[config.mk]
export PLATFORM = sky130hd
export DESIGN_NAME = divider_seq_param
export DESIGN_NICKNAME = d
export VERILOG_FILES = /design/src/rtl/divider_seq_param.sv
export SDC_FILE = /design/constraint.sdc
export NUM_CORES = 1
export LEC_CHECK = 0
export ABC_CLOCK_PERIOD_IN_PS = 5800
export BUFFER_PORTS_ARGS = -buffer_cell sky130_fd_sc_hd__buf_2
export CAP_MARGIN = 25
export CORE_MARGIN = 2
export CORE_UTILIZATION = 50
export CTS_CLUSTER_SIZE = 25
export DETAILED_ROUTE_END_ITERATION = 7
export PLACE_DENSITY = 0.78
export SYNTH_ARGS = -nofsm -noshare
export SYNTH_HDL_FRONTEND = slang
export SYNTH_SLANG_ARGS = --single-unit
[constraint.sdc]
create_clock -name CLK -period 5.8 [get_ports CLK]
set_input_delay 1.74 -clock CLK [delete_from_list [all_inputs] [get_ports CLK]]
set_output_delay 1.74 -clock CLK [all_outputs]
set_load 0.01 [all_outputs]
[src/rtl/divider_seq_param.sv]
`default_nettype none
// ============================================================================
// Module      : divider_seq_param
// Description : Sequential restoring divider. Divides a 2N-bit dividend by an
//               N-bit divisor, one quotient bit per clock. Supports unsigned
//               and two's-complement (truncating) modes. Reports overflow and
//               divide-by-zero. Start is rising-edge qualified.
// Revision    : 1.0 - initial release
// ============================================================================
module divider_seq_param #(
    parameter int N = 5
) (
    input  logic             CLK,
    input  logic             RST,
    input  logic [2*N-1:0]   DIVIDEND,
    input  logic [N-1:0]     DIVISOR,
    input  logic             SIGNED,
    input  logic             Start,
    output logic [N-1:0]     Quo,
    output logic [N-1:0]     Rem,
    output logic             Finish,
    output logic             Busy,
    output logic             OV,
    output logic             DIVBYZERO
);

    localparam int c_CNT_W = $clog2(N) + 1;
    localparam logic [c_CNT_W-1:0] c_LAST_ITER = c_CNT_W'(N - 1);

    typedef enum logic [1:0] {
        S_IDLE = 2'd0,
        S_CALC = 2'd1,
        S_FIX  = 2'd2,
        S_DONE = 2'd3
    } state_t;

    // Registered state
    state_t               r_state;
    logic                 r_start_d;
    logic [c_CNT_W-1:0]   r_cnt;
    logic [N-1:0]         r_prem;     // partial remainder magnitude
    logic [N-1:0]         r_qwork;    // low dividend bits shifting into quotient
    logic [N-1:0]         r_bmag;     // divisor magnitude
    logic                 r_signed;
    logic                 r_qneg;
    logic                 r_rneg;

    // Next-state values
    state_t               w_state;
    logic [c_CNT_W-1:0]   w_cnt;
    logic [N-1:0]         w_prem;
    logic [N-1:0]         w_qwork;
    logic [N-1:0]         w_bmag;
    logic                 w_signed;
    logic                 w_qneg;
    logic                 w_rneg;
    logic [N-1:0]         w_quo;
    logic [N-1:0]         w_rem;
    logic                 w_finish;
    logic                 w_busy;
    logic                 w_ov;
    logic                 w_dbz;

    // Operand conditioning, evaluated on the acceptance edge only
    logic                 w_accept;
    logic                 w_a_neg;
    logic                 w_b_neg;
    logic [2*N-1:0]       w_a_mag;
    logic [N-1:0]         w_b_mag;

    // One restoring step: the shifted remainder is below 2*|B|, so one extra
    // bit beyond N+1 is enough to expose the borrow as a sign bit.
    logic [N:0]           w_shift;
    logic [N+1:0]         w_trial;

    // Signed range check of the quotient magnitude
    logic                 w_range_ov;

    assign w_accept = Start & ~r_start_d & ((r_state == S_IDLE) | (r_state == S_DONE));
    assign w_a_neg  = SIGNED & DIVIDEND[2*N-1];
    assign w_b_neg  = SIGNED & DIVISOR[N-1];
    assign w_a_mag  = w_a_neg ? (~DIVIDEND + (2*N)'(1)) : DIVIDEND;
    assign w_b_mag  = w_b_neg ? (~DIVISOR + N'(1)) : DIVISOR;

    assign w_shift  = {r_prem, r_qwork[N-1]};
    assign w_trial  = {1'b0, w_shift} - {2'b00, r_bmag};

    // Negative results may reach 2^(N-1); positive ones must stay below it.
    assign w_range_ov = r_signed & (r_qneg ? (r_qwork[N-1] & (|r_qwork[N-2:0]))
                                           : r_qwork[N-1]);

    // Next-state and datapath update logic
    always_comb begin
        w_state  = r_state;
        w_cnt    = r_cnt;
        w_prem   = r_prem;
        w_qwork  = r_qwork;
        w_bmag   = r_bmag;
        w_signed = r_signed;
        w_qneg   = r_qneg;
        w_rneg   = r_rneg;
        w_quo    = Quo;
        w_rem    = Rem;
        w_finish = Finish;
        w_busy   = Busy;
        w_ov     = OV;
        w_dbz    = DIVBYZERO;

        case (r_state)
            S_IDLE, S_DONE: begin
                if (w_accept) begin
                    if (DIVISOR == '0) begin
                        w_state  = S_DONE;
                        w_finish = 1'b1;
                        w_busy   = 1'b0;
                        w_dbz    = 1'b1;
                        w_ov     = 1'b0;
                        w_quo    = '0;
                        w_rem    = '0;
                    end else if (w_a_mag[2*N-1:N] >= w_b_mag) begin
                        w_state  = S_DONE;
                        w_finish = 1'b1;
                        w_busy   = 1'b0;
                        w_dbz    = 1'b0;
                        w_ov     = 1'b1;
                        w_quo    = '0;
                        w_rem    = '0;
                    end else begin
                        w_state  = S_CALC;
                        w_prem   = w_a_mag[2*N-1:N];
                        w_qwork  = w_a_mag[N-1:0];
                        w_bmag   = w_b_mag;
                        w_signed = SIGNED;
                        w_qneg   = w_a_neg ^ w_b_neg;
                        w_rneg   = w_a_neg;
                        w_cnt    = '0;
                        w_busy   = 1'b1;
                        w_finish = 1'b0;
                        w_ov     = 1'b0;
                        w_dbz    = 1'b0;
                    end
                end
            end
            S_CALC: begin
                if (!w_trial[N+1]) begin
                    w_prem  = w_trial[N-1:0];
                    w_qwork = {r_qwork[N-2:0], 1'b1};
                end else begin
                    w_prem  = w_shift[N-1:0];
                    w_qwork = {r_qwork[N-2:0], 1'b0};
                end
                w_cnt = r_cnt + c_CNT_W'(1);
                if (r_cnt == c_LAST_ITER) begin
                    w_state = S_FIX;
                end
            end
            S_FIX: begin
                if (w_range_ov) begin
                    w_ov  = 1'b1;
                    w_quo = '0;
                    w_rem = '0;
                end else begin
                    w_quo = r_qneg ? (~r_qwork + N'(1)) : r_qwork;
                    w_rem = r_rneg ? (~r_prem + N'(1)) : r_prem;
                end
                w_busy   = 1'b0;
                w_finish = 1'b1;
                w_state  = S_DONE;
            end
            default: begin
                w_state = S_IDLE;
            end
        endcase
    end

    // State and output registers with synchronous reset
    always_ff @(posedge CLK) begin
        if (RST) begin
            r_state   <= S_IDLE;
            r_start_d <= 1'b0;
            r_cnt     <= '0;
            r_prem    <= '0;
            r_qwork   <= '0;
            r_bmag    <= '0;
            r_signed  <= 1'b0;
            r_qneg    <= 1'b0;
            r_rneg    <= 1'b0;
            Quo       <= '0;
            Rem       <= '0;
            Finish    <= 1'b0;
            Busy      <= 1'b0;
            OV        <= 1'b0;
            DIVBYZERO <= 1'b0;
        end else begin
            r_state   <= w_state;
            r_start_d <= Start;
            r_cnt     <= w_cnt;
            r_prem    <= w_prem;
            r_qwork   <= w_qwork;
            r_bmag    <= w_bmag;
            r_signed  <= w_signed;
            r_qneg    <= w_qneg;
            r_rneg    <= w_rneg;
            Quo       <= w_quo;
            Rem       <= w_rem;
            Finish    <= w_finish;
            Busy      <= w_busy;
            OV        <= w_ov;
            DIVBYZERO <= w_dbz;
        end
    end

endmodule
`default_nettype wire

Yosys cells after proc, flatten, opt, wreduce, memory -nomap -nowiden
Index checks and enable logic that the tools add are counted.

Register bits: 39. Input bits: 19. Word-level logic and storage cells: 104.

Add/sub/neg operators: 6. Order comparisons: 1. Eq/ne operators: 10. Muxes and demuxes: 44. Bitwise logic cells: 15. Reductions and logical operators: 13.

Operators with widths (number): 5-bit 2-to-1 mux (15); 5-bit case mux with 2 select lines (4); 5-bit by 1-bit adder with 5-bit output (second input constant) (3); 5-bit inverter (3); 1-bit 2-to-1 mux (12); 4-bit 2-to-1 mux (3); 10-bit by 1-bit adder with 10-bit output (second input constant) (1); 10-bit 2-to-1 mux (1); 2-bit inequality test (second input constant) (5); 10-bit inverter (1); 2-bit 2-to-1 mux (4); 4-bit case mux with 2 select lines (1); 4-bit AND reduction (2); 6-bit by 5-bit subtractor with 7-bit output (1); 1-bit AND (6); 1-bit case mux with 2 select lines (3); 2-bit case mux with 3 select lines (1); 2-bit AND reduction (3); 3-bit AND reduction (2); 5-bit greater-or-equal comparator (1); 5-bit zero test (1); 4-bit by 1-bit adder with 4-bit output (second input constant) (1); 2-bit == test (second input constant) (2); 4-bit by 3-bit == test with 1-bit output (second input constant) (1); other kinds (9) (12).

Longest topological paths before layout
Depth after elaboration: 8. Gate-level depth with buffers: 12.

Least setup slack after synthesis
OpenSTA, ideal clock, no wires.

Path kind: input -> register. From: input DIVISOR[0]. To: register Quo[1]. Data arrival time: 3769 ps. Required time: 5672 ps. Path slack: 1904 ps. Stages on the path: 12. Path buffers: 1. Cell sequence: inv_1 ha_1 nor3b_1 ha_1 o21ai_0 ha_1 nand4_2 o22a_2 a31oi_4 buf_6 mux2i_1 nor2_1.

Longest elaborated chain between the ends: 6.

Ends and longest elaborated chain: from (decl) (RTL line 16) `input logic [N-1:0] DIVISOR,`; 5-bit inverter (RTL line 83) `assign w_b_mag = w_b_neg ? (~DIVISOR + N'(1)) : DIVISOR;`; 5-bit by 1-bit adder with 5-bit output (RTL line 83); 5-bit 2-to-1 mux (RTL line 83); 5-bit greater-or-equal comparator (RTL line 120) `end else if (w_a_mag[2*N-1:N] >= w_b_mag) begin`; 3-bit inequality test (no source line); 3-bit AND reduction (no source line); to (signal assigned) (RTL line 204) `Quo <= w_quo;`; to (decl) (RTL line 19) `output logic [N-1:0] Quo,`.

Parallel ways exist; a longest one is shown, timed or not. The select of a mux whose other input is x is not followed. A chain may end at the register's enable or synchronous reset.

Final worst setup path
From: input DIVISOR[0]. To: register Rem[2].

Longest elaborated chain between the ends: 6.

Ends and longest elaborated chain: 5-bit inverter (RTL line 83); 5-bit by 1-bit adder with 5-bit output (RTL line 83); 5-bit 2-to-1 mux (RTL line 83); 5-bit greater-or-equal comparator (RTL line 120); 3-bit inequality test (no source line); 3-bit AND reduction (no source line); to (signal assigned) (RTL line 205) `Rem <= w_rem;`; to (decl) (RTL line 20) `output logic [N-1:0] Rem,`.

Parallel ways exist; a longest one is shown, timed or not. The select of a mux whose other input is x is not followed.

==> impl_metrics.toml <==
[status]
status = "complete, no violations"

[final_layout]
nFillCells = 495
final_cell_area_um2 = 2910
diodes = 0
layout.cells.non_filler = 410
multi_input_area_um2 = 1690
layout-drive-gt1-share_pct = 15.6
seqCellArea_um2 = 781
area_growth_pct = 9.63
layout.nets = 381

[route]
ant_nets = 0
routedWlPerCell_um = 14.7
vias = 2314
dr.pass1.iters = 4
totalWireLength_um = 6030
drc_errors = 0
drt_iter0_drc = 146
via_per_inst = 5.64

[critical_path]
required_ps = 5950
crit_type = "input port to register"
reg2reg_slack_ps = 3530
critPathMaxFanout = 13
reg2regPathDepth = 6
startpoint_type = "input port"
critPathSlowestCell = "a31oi_4"
r2r-end = "r_prem[0]"
crit_family = "compound AO/OA/AOI/OAI gates"
crit_chain = "buf_2, inv_1, ha_1, nor3b_1, ha_1, o21ai_0, ha_1, nand4_2, o22a_2, a31oi_4, mux2i_1, nor2_1"
arrival_ps = 4280
worstSetupPathDepth = 12
crit_top_cell = "ha_1"
cp-end-kind = "register"
slowest_delay_ps = 460
reg2reg_from = "r_state[1]"
path_buf_inv = 2

[synth]
avgSynthCellArea_um2 = 8.47
seq_area_frac_synth_pct = 29.5
synth-warning-count = 0
ys_ff_latch = 39
async_reset_ff_share_pct = 0
syn_inst = 313
synth_enable_flop_cells = 0
syn_nets = 354
synthesis.area_um2 = 2650
ys.flop_type = "dfxtp_1"
ys_types = 53

[power_and_ir_drop]
ir_drop_mv = 0.227
comb_power_share_pct = 54.8
p_per_area_nw_per_um2 = 427
switching_share_pct = 45.5
clkPwrFrac_pct = 14.7
p_seq_share_pct = 30.5
p_int_uw = 677
p_leak_nw = 1.17
p_sw_uw = 565

[floorplanning]
die-area_um2 = 5900
coreArea_um2 = 5110
start_util_pct = 51.9
die_x_um = 76.8
num_rows = 26
io_pins = 33
die_h_um = 76.8

[clocking]
cts.sink_count = 39
cts_buffer_depth = 2
cts_tree = "yes"
cts_resized = 0
numCtsBuffers = 5
post_cts_buffers = 0
clk_pin_slew_ps = 80
h-tree-depth = 2
worstSkewPairLatency_ps = 280
cts_hold_buf = 0
ctsRootBufferMaster = "clkbuf_8"

[placement]
dpl.cell_count = 403
pre_cts_slack_ps = 1360
io_buffers = 32
hpwl_um = 4630
post_dp_cell_area_um2 = 2820
gp_congestion = 0.912

[timing]
max-slew-margin-rel_pct = 44.9
finalSetupViolCount = 0
fin_ws_ps = 1660
fin_setup_tns_ps = 0
finalCritPeriodShare_pct = 71.3
finalHoldViolCount = 0
rsz0062_at_grt = "false"
fin_hold_ws_ps = 483
fin_worst_skew_ps = 8.41
worst_pin_slew_ps = 827
slew_viol_final = 0
fmax_ghz = 0.242
period_minus_slack_ps = 4140

[global_route]
antenna_found_initial = 0
grt_pass1_vias = 2113
grt_pass1_wl_um = 10000
grt_usage_pct = 20.7
grt_max_degree = 42
grt_overflow = 0

[hold_path]
hold_end = "Rem[4]"
hp-class = "register to register"
whs_path_depth = 2
hold_path.startpoint = "Rem[4]"

[flow_run]
max_cap_violations = 0
## worst max-delay path by stage
| stage | from | endpoint |
|---|---|---|
| CTS | DIVISOR[0] | Rem[2] |
| floorplan | DIVISOR[0] | Quo[1] |
| finish | DIVISOR[0] | Rem[2] |
| global route | DIVISOR[0] | r_qwork[4] |
| global placement | DIVISOR[0] | Rem[1] |
| detailed placement | DIVISOR[0] | Rem[2] |
## cells in the final DEF (no fill, tap or decap), types with 4 or more instances in the layout
cell	netlist	layout
o31ai_1	5	5
mux2i_1	16	16
nor2b_1	6	6
xor2_1	10	10
o211ai_1	5	5
a31oi_1	4	4
inv_1	27	27
a21oi_1	26	26
nor3_1	5	5
o21ai_0	13	13
clkbuf_8	0	6
a211oi_1	6	6
xnor2_1	6	6
buf_2	1	32
ha_1	21	21
nand3b_1	4	4
nand3_1	9	9
nand2b_1	6	6
dfxtp_1	39	39
nor2_1	35	35
nand2_1	22	22
## worst reg2reg max path, cell delays in order (launching register included)
cell	delay, ps
dfxtp_1	330
inv_1	80
ha_1	690
inv_1	290
o22ai_4	440
o21a_1	200
a221oi_1	80
## per-layer routing
layer / wire, um / track usage (%)
met1: 2780 / 28.0
met3: 318 / 3.41
met2: 2870 / 34.6
met5: 0 / 0
met4: 59 / 4.73
## per-stage QoR
step	util [%]	power, mW
3_5_place_dp	55.2	1.06
4_1_cts	56.9	1.24
2_1_floorplan	-	0.933
6_report	56.9	1.24
3_3_place_gp	55.2	1.04
5_1_grt	56.9	1.34
## cell usage after synthesis, types with 5 or more instances
cell,n,share of area [%]
dfxtp_1,39,29
nor2_1,35,5.0
inv_1,27,3.8
a21oi_1,26,4.9
nand2_1,22,3.1
ha_1,21,9.9
mux2i_1,16,6.0
o21ai_0,13,2.5
xor2_1,10,3.3
nand3_1,9,1.7
a211oi_1,6,1.7
clkbuf_1,6,0.85
nand2b_1,6,1.4
nor2b_1,6,1.4
xnor2_1,6,2.0
nor3_1,5,0.94
o211ai_1,5,1.4
o31ai_1,5,1.4
## area by class of cell
type,instances,share of cell area (%)
Multi-Input combinational cell,235,58.1
Tap cell,70,3.01
Timing Repair Buffer,32,5.51
Clock inverter,1,0.172
Sequential cell,39,26.9
Inverter,27,3.49
Clock buffer,6,2.84
## sequential cells by signal, indices dropped and copies added, names as in the netlist
register	cells
r_qwork	5
r_prem	5
r_rneg	1
r_state	2
OV	1
r_signed	1
Rem	5
Busy	1
r_cnt	4
DIVBYZERO	1
Finish	1
Quo	5
r_bmag	5
r_start_d	1
r_qneg	1
## power by group through the flow
stage	logic (mW)	clock network, mW	registers (mW)
2_1_floorplan	0.560	0	0.372
3_3_place_gp	0.657	0	0.383
3_5_place_dp	0.672	0	0.385
4_1_cts	0.677	0.187	0.379
5_1_grt	0.754	0.199	0.387
6_report	0.680	0.183	0.379
## cells by family after synthesis
group	share of synthesized area (%)
xor+xnor	5.29
compound gates	22.6
mux	6.04
simple gates	19.1
flops	29.5
fa+ha+maj	10.7
buf+inv	6.85
Power figures use the tool's default switching activity.
